File: src/rtl/multi_digit_counter.sv
// N-digit cascaded up/down counter with per-digit BCD/hex radix, parallel load
// and an enable prescaler; feeds the multi-digit seven-segment display path.
module multi_digit_counter #(
  parameter int NUM_DIGITS = 4,
  parameter int PRESCALE   = 1,
  parameter int PS_W       = 16
) (
  input  logic                    clk,
  input  logic                    rst,
  input  logic                    en,
  input  logic                    sel,
  input  logic                    updown,
  input  logic                    load_button,
  input  logic [4*NUM_DIGITS-1:0] load,
  output logic [4*NUM_DIGITS-1:0] digits,
  output logic                    carry,
  output logic                    zero
);

  logic [4*NUM_DIGITS-1:0] r_digits;
  logic                    r_carry;
  logic [PS_W-1:0]         r_ps;

  logic [4*NUM_DIGITS-1:0] w_step;
  logic [4*NUM_DIGITS-1:0] w_load_val;
  logic [NUM_DIGITS:0]     w_chain;
  logic [3:0]              w_max;
  logic                    w_ps_done;

  assign w_max     = sel ? 4'd9 : 4'hF;
  assign w_ps_done = (r_ps == PS_W'(PRESCALE - 1));

  // w_chain[i] is the carry (up) or borrow (down) entering digit i. In BCD an
  // out-of-range nibble (A-F) is treated as "at max" going up, so it wraps to 0
  // and carries; going down it lands on 9 without borrowing.
  always_comb begin
    w_step     = r_digits;
    w_load_val = load;
    w_chain    = '0;
    w_chain[0] = 1'b1;
    for (int i = 0; i < NUM_DIGITS; i++) begin
      if (updown) begin
        if (w_chain[i])
          w_step[4*i +: 4] = (r_digits[4*i +: 4] >= w_max) ? 4'd0 : r_digits[4*i +: 4] + 4'd1;
        w_chain[i+1] = w_chain[i] && (r_digits[4*i +: 4] >= w_max);
      end else begin
        if (w_chain[i]) begin
          if (r_digits[4*i +: 4] == 4'd0)
            w_step[4*i +: 4] = w_max;
          else if (sel && (r_digits[4*i +: 4] > 4'd9))
            w_step[4*i +: 4] = 4'd9;
          else
            w_step[4*i +: 4] = r_digits[4*i +: 4] - 4'd1;
        end
        w_chain[i+1] = w_chain[i] && (r_digits[4*i +: 4] == 4'd0);
      end
      if (sel && (load[4*i +: 4] > 4'd9))
        w_load_val[4*i +: 4] = 4'd9;
    end
  end

  always_ff @(posedge clk or negedge rst) begin
    if (!rst) begin
      r_digits <= '0;
      r_carry  <= 1'b0;
      r_ps     <= '0;
    end else if (load_button) begin
      r_digits <= w_load_val;
      r_carry  <= 1'b0;
      r_ps     <= '0;
    end else if (en) begin
      if (w_ps_done) begin
        r_ps     <= '0;
        r_digits <= w_step;
        r_carry  <= w_chain[NUM_DIGITS];
      end else begin
        r_ps    <= r_ps + 1'b1;
        r_carry <= 1'b0;
      end
    end else begin
      r_carry <= 1'b0;
    end
  end

  assign digits = r_digits;
  assign carry  = r_carry;
  assign zero   = (r_digits == '0);

endmodule

File: config.mk
export PLATFORM = sky130hd
export DESIGN_NAME = multi_digit_counter
export DESIGN_NICKNAME = d
export VERILOG_FILES = /design/src/rtl/multi_digit_counter.sv
export SDC_FILE = /design/constraint.sdc
export NUM_CORES = 1
export LEC_CHECK = 0
export ABC_AREA = 1
export ABC_CLOCK_PERIOD_IN_PS = 4300
export CAP_MARGIN = 20
export CORE_AREA = 2 2 60 90
export DETAILED_ROUTE_END_ITERATION = 8
export DIE_AREA = 0 0 62 92
export DONT_BUFFER_PORTS = 1
export GPL_ROUTABILITY_DRIVEN = 0
export PLACE_DENSITY = 0.79
export REMOVE_ABC_BUFFERS = 1
export SETUP_SLACK_MARGIN = 0.02
export SYNTH_ARGS = -nofsm -noshare
export SYNTH_HDL_FRONTEND = slang
export SYNTH_SLANG_ARGS = --single-unit
File: constraint.sdc
create_clock -name clk -period 4.3 [get_ports clk]
set_input_delay 0.645 -clock clk [delete_from_list [all_inputs] [get_ports clk]]
set_output_delay 0.645 -clock clk [all_outputs]
set_load 0.01 [all_outputs]
==> results.sh, run 1 <==
export IMPL_crit_fanout=7
export IMPL_synthArstFlopShare_pct=100
export IMPL_placementRows=32
export IMPL_leakagePower_nw=1.67
export IMPL_synth_top_family_by_area="simple AND/OR/NAND/NOR gates"
export IMPL_min_period_ps=2560
export IMPL_port_buffers=0
export IMPL_seq_area_sq_um=826
export IMPL_drtIter0Drc=161
export IMPL_initial_utilization_pct=62.3
export IMPL_die_w_microns=62
export IMPL_path_clk_slew_ps=80
export IMPL_coreArea_sq_um=5000
export IMPL_most_common_layout_cells="nand2_1, inv_1, nand3_1, nor2_1, dfrtp_1"
export IMPL_cts_buffers=5
export IMPL_max_vdd_ir_drop_mv=0.249
export IMPL_run_status="finished, final reports clean"
export IMPL_synth_top_cell_area_share_pct=26.5
export IMPL_dp_hpwl_microns=5720
export IMPL_slew_violations=0
export IMPL_ys_ff_latch=33
export IMPL_worst_slack_ps=1740
export IMPL_nNetsFinal=521
export IMPL_synth_simple_gate_area_share_pct=39.5
export IMPL_synth_compound_area_share_pct=10.7
export IMPL_fillers=476
export IMPL_die_area_sq_um=5700
export IMPL_criticalPathCategory="flop to output port"
export IMPL_period_share_pct=59.5
export IMPL_cts_sinks=33
export IMPL_vias=3029
export IMPL_report_final_hold_viol_count=0
export IMPL_finalSetupTns_ps=0
export IMPL_seq_area_frac_synth_pct=26.5
export IMPL_max_cap_viol_count=0
export IMPL_ys_warnings_count=0
export IMPL_final_setup_skew_ps=14.4
export IMPL_synth_xor_xnor_area_share_pct=3.37
export IMPL_dr_pass1_iters=4
export IMPL_yosys_area_top_type="dfrtp_1"
export IMPL_hold_class="input pin to asynchronous set/reset pin"
export IMPL_wire_per_inst_microns=13.9
export IMPL_root_buffer="clkbuf_8"
export IMPL_synth_cell_type_count=35
export IMPL_grt_ovfl_total=0
export IMPL_die_h_microns=92
export IMPL_drt_wl_total_microns=7550
export IMPL_cts_hold_fix_buffers=0
export IMPL_max_slew_margin_rel_pct=36.5
export IMPL_drc=0
export IMPL_antenna_found_initial=0
export IMPL_viasPerCell=5.57
export IMPL_diodes=0
export IMPL_syn_inst=479
export IMPL_ant_nets=0
export IMPL_insertion_delay_ps=300
export IMPL_cts_tree="built"
export IMPL_crit_arrival_ps=1910
export IMPL_area_delta_synth_final_pct=2.45
export IMPL_cts_buffer_depth=2
export IMPL_grt_pass1_wl_microns=12800
export IMPL_io_pin_count=40
export IMPL_pre_cts_ws_ps=2050
export IMPL_rsz0062_at_grt="no"
export IMPL_cts_resized=0
export IMPL_synth_mux_area_share_pct=0
export IMPL_synth_enable_flop_cells=0
export IMPL_grt_max_degree=34
export IMPL_worstPathRequired_ps=3650
export IMPL_end_kind="output port"
export IMPL_finalSetupViolations=0
export IMPL_crit_path_start_kind="flop"
export IMPL_yosys_top_cells_area="dfrtp_1, nand2_1, ha_1"
export IMPL_final_common_cell="nand2_1"
export IMPL_grt_pass1_vias=2917
export IMPL_grt_usage_pct=29.3
export IMPL_multi_input_area_sq_um=1970
export IMPL_tightestPinTransition_ps=951
export IMPL_synth_fa_ha_area_share_pct=9.63
export IMPL_synth_main_ff_cell="dfrtp_1"
export IMPL_cts_max_level=2
export IMPL_power_density_nw_per_um2=478
export IMPL_syn_area_per_cell_sq_um=6.51
export IMPL_syn_area_sq_um=3120
export IMPL_drive_above_1_share_pct=8.40
export IMPL_post_cts_buffers=0
export IMPL_max_freq_ghz=0.391
## kinds of logic (layout without fill, tap and decap cells)
| kind of cell | after synthesis | count (layout) |
|---|---|---|
| AOI/OAI and AO/OA | 56 | 56 |
| and+or+nand+nor | 282 | 282 |
| adders and majority gates | 24 | 24 |
| buffers and inverters | 72 | 69 |
| xor gates and xnor gates | 12 | 12 |
| DFF | 33 | 33 |
## worst paths after layout
path | slack [ps] | from | cells after the start | end
min in group clk | 450 | load_button | 1 | r_ps[11]
setup / recovery | 1740 | digits[12] | 4 | zero
hold / removal | 30 | rst | 0 | digits[8]
setup reg to reg | 2460 | digits[2] | 13 | digits[8]
hold reg to reg | 560 | r_ps[12] | 2 | r_ps[12]
max in group asynchronous | 4170 | rst | 0 | digits[5]
## cell type report
cell class | count | share of cell area [%]
clock buffers | 6 | 2.27
clock inverters | 2 | 0.313
inverters | 61 | 7.17
flip-flops and latches | 33 | 25.9
multi-input cells | 374 | 61.7
well taps | 68 | 2.66
## cell usage after synthesis (2+ instances only)
master	n
buf_2	4
buf_6	5
a21oi_1	17
ha_1	24
o21a_1	2
nor3_1	8
nand3b_1	4
buf_4	2
o21ai_1	4
xnor2_1	2
o22ai_1	2
o21ai_0	20
nand4_1	8
inv_2	9
nor2_2	7
inv_1	52
nand2_1	157
nor2_1	38
nor4_1	2
or2_2	2
nand2_4	2
nand3_1	45
a31oi_1	3
xor2_1	10
nand3_2	2
dfrtp_1	33
nand2_2	7
## state kept, by name, summed over array words and instances (netlist names)
register  flops
carry         1
r_ps         16
digits       16
## metal layers
metal / track usage, % / vias to the layer above / routed length [microns]
li1: - / 1532 / -
met1: 31.8 / 1398 / 2860
met2: 51.1 / 77 / 4060
met3: 6.35 / 22 / 417
met4: 13.3 / 0 / 219
met5: 0 / - / 0
## report_power, final
part / internal [mW] / leakage [nW] / switching, mW / total (mW)
clock network: 0.112 / 0.0450 / 0.123 / 0.236
registers: 0.373 / 0.432 / 0.157 / 0.530
logic: 0.289 / 1.19 / 0.471 / 0.761
## stage by stage
step / area [sq um] / util, % / cells / total power, mW / hold WS (ps)
final: 3190 / 63.8 / 544 / 1.53 / 30.0
after detailed placement: 3110 / 62.2 / 536 / 1.29 / 350
after global routing: 3190 / 63.8 / 544 / 1.69 / 24.6
after CTS: 3190 / 63.8 / 544 / 1.53 / 29.1
after floorplan: 3030 / - / 468 / 1.12 / 349
after global placement: 3110 / 62.2 / 536 / 1.26 / 350
## worst max-delay path, stage by stage, from the launching register on
cell	delay, ps
dfrtp_1	480
inv_1	180
ha_1	230
nand3_1	170
nor4_1	560
(Power assumes the default switching activity.)
==> run 2: changes to the inputs <==
- ABC_CLOCK_PERIOD_IN_PS: 4300 -> 2500
- clock period: 4.3 -> 2.5 ns (I/O delays scaled with it)
==> results.sh, run 2 (synthesized netlist as in run 1, its figures left out) <==
export IMPL_dr_pass1_iters=4
export IMPL_multi_input_area_sq_um=1970
export IMPL_dp_hpwl_microns=5710
export IMPL_hold_path_endpoint="r_ps[11]"
export IMPL_cts_buffer_depth=2
export IMPL_diodes=0
export IMPL_path_cells="inv_1 > ha_1 > nand3_1 > nor4_1"
export IMPL_nNetsFinal=524
export IMPL_most_common_layout_cells="nand2_1, inv_1, nand3_1, nor2_1, dfrtp_1"
export IMPL_ant_nets=0
export IMPL_fillers=485
export IMPL_die_w_microns=62
export IMPL_leakagePower_nw=1.69
export IMPL_placementRows=32
export IMPL_min_from="load_button"
export IMPL_root_buffer="clkbuf_8"
export IMPL_path_clk_slew_ps=70
export IMPL_wire_per_inst_microns=14.0
export IMPL_die_h_microns=92
export IMPL_final_common_cell="nand2_1"
export IMPL_cts_max_level=2
export IMPL_drtIter0Drc=147
export IMPL_grt_pass1_vias=2934
export IMPL_hold_class="input pin to flop"
export IMPL_cts_buffers=5
export IMPL_report_final_hold_viol_count=0
export IMPL_r2r_slack_ps=670
export IMPL_viasPerCell=5.54
export IMPL_slew_violations=0
export IMPL_seq_area_sq_um=826
export IMPL_criticalPathCategory="flop to output port"
export IMPL_critPathSlowestCell="nor4_1"
export IMPL_post_cts_buffers=0
export IMPL_drc=0
export IMPL_grt_max_degree=34
export IMPL_worstPathRequired_ps=2120
export IMPL_whs_ps=182
export IMPL_critPathTopFamily="simple AND/OR/NAND/NOR gates"
export IMPL_finalSetupViolations=0
export IMPL_end_kind="output port"
export IMPL_max_stage_delay_ps=580
export IMPL_switching_share_pct=48.8
export IMPL_rsz0062_at_grt="no"
export IMPL_crit_buf_inv=1
export IMPL_max_cap_viol_count=0
export IMPL_cts_tree="built"
export IMPL_crit_fanout=7
export IMPL_cts_sinks=33
export IMPL_grt_ovfl_total=0
export IMPL_p_clk_share_pct=16.4
export IMPL_p_comb_share_pct=49.3
export IMPL_max_freq_ghz=0.436
export IMPL_insertion_delay_ps=300
export IMPL_coreArea_sq_um=5000
export IMPL_area_delta_synth_final_pct=3.89
export IMPL_drt_wl_total_microns=7670
export IMPL_max_vdd_ir_drop_mv=0.374
export IMPL_final_setup_skew_ps=12.7
export IMPL_r2r_start="digits[2]"
export IMPL_run_status="finished, final reports clean"
export IMPL_power_density_nw_per_um2=823
export IMPL_p_sw_mw=1.30
export IMPL_min_period_ps=2300
export IMPL_grt_pass1_wl_microns=12700
export IMPL_io_pin_count=40
export IMPL_crit_arrival_ps=1920
export IMPL_hold_depth=1
export IMPL_crit_path_start_kind="flop"
export IMPL_vias=3027
export IMPL_max_slew_margin_rel_pct=60.7
export IMPL_tightestPinTransition_ps=584
export IMPL_antenna_found_initial=0
export IMPL_die_area_sq_um=5700
export IMPL_p_seq_share_pct=34.4
export IMPL_drive_above_1_share_pct=8.79
export IMPL_initial_utilization_pct=62.3
export IMPL_port_buffers=0
export IMPL_grt_usage_pct=29.3
export IMPL_p_int_mw=1.36
export IMPL_period_share_pct=91.8
export IMPL_reg2reg_depth=13
export IMPL_finalSetupTns_ps=0
export IMPL_r2r_end="digits[8]"
-- run 2: cell types whose count changed in the layout (fill, tap and decap cells not counted) --
cell	change
clkinvlp_4	+1
clkinv_2	-2
clkbuf_1	-1
dlygate4sd3_1	+1
buf_12	+1
buf_4	+1
clkbuf_8	+1
-- run 2: what timing repair did --
item                      in CTS  in global routing
hold endpoints to repair      33                  0
resized for setup              0                  0
hold buffers                   2                  0
-- run 2: how the worst max path moves through the flow --
stage                from    to  slack (ps)  depth (start not counted)
2_1_floorplan  digits[12]  zero         730                          4
3_3_place_gp   digits[12]  zero         570                          4
3_5_place_dp   digits[12]  zero         530                          4
4_1_cts        digits[12]  zero         210                          4
5_1_grt        digits[12]  zero          80                          4
6_report       digits[12]  zero         200                          4
-- run 2: per-stage QoR --
stage | util [%] | cells | total power, mW | setup WS (ps) | area [sq um]
floorplan | - | 468 | 1.92 | 733 | 3030
global placement | 62.3 | 537 | 2.17 | 573 | 3120
detailed placement | 62.3 | 537 | 2.20 | 533 | 3120
CTS | 64.7 | 546 | 2.66 | 207 | 3240
global route | 64.7 | 546 | 2.94 | 84.5 | 3240
finish | 64.7 | 546 | 2.66 | 204 | 3240
-- run 2: cell type report --
| cell class | instances | share of cell area [%] |
|---|---|---|
| clock buffers | 6 | 2.55 |
| clock inverters | 1 | 0.232 |
| inverters | 61 | 7.07 |
| multi-input cells | 374 | 60.9 |
| flip-flops and latches | 33 | 25.5 |
| well taps | 68 | 2.63 |
| repair buffers | 3 | 1.16 |
-- run 2: per-layer routing --
metal | share of wire, % | GRT usage (%) | wire length [microns] | vias to the layer above
li1 | - | - | - | 1541
met1 | 39 | 31.4 | 2960 | 1389
met2 | 53 | 50.8 | 4050 | 73
met3 | 5.0 | 6.35 | 381 | 24
met4 | 3.7 | 14.7 | 280 | 0
met5 | 0 | 0 | 0 | -
-- run 2: power groups by stage --
| stage | clock (mW) | combinational (mW) | sequential (mW) |
|---|---|---|---|
| floorplan | 0 | 1.06 | 0.867 |
| global placement | 0 | 1.25 | 0.918 |
| detailed placement | 0 | 1.28 | 0.925 |
| CTS | 0.442 | 1.31 | 0.915 |
| global route | 0.463 | 1.54 | 0.941 |
| finish | 0.437 | 1.31 | 0.915 |
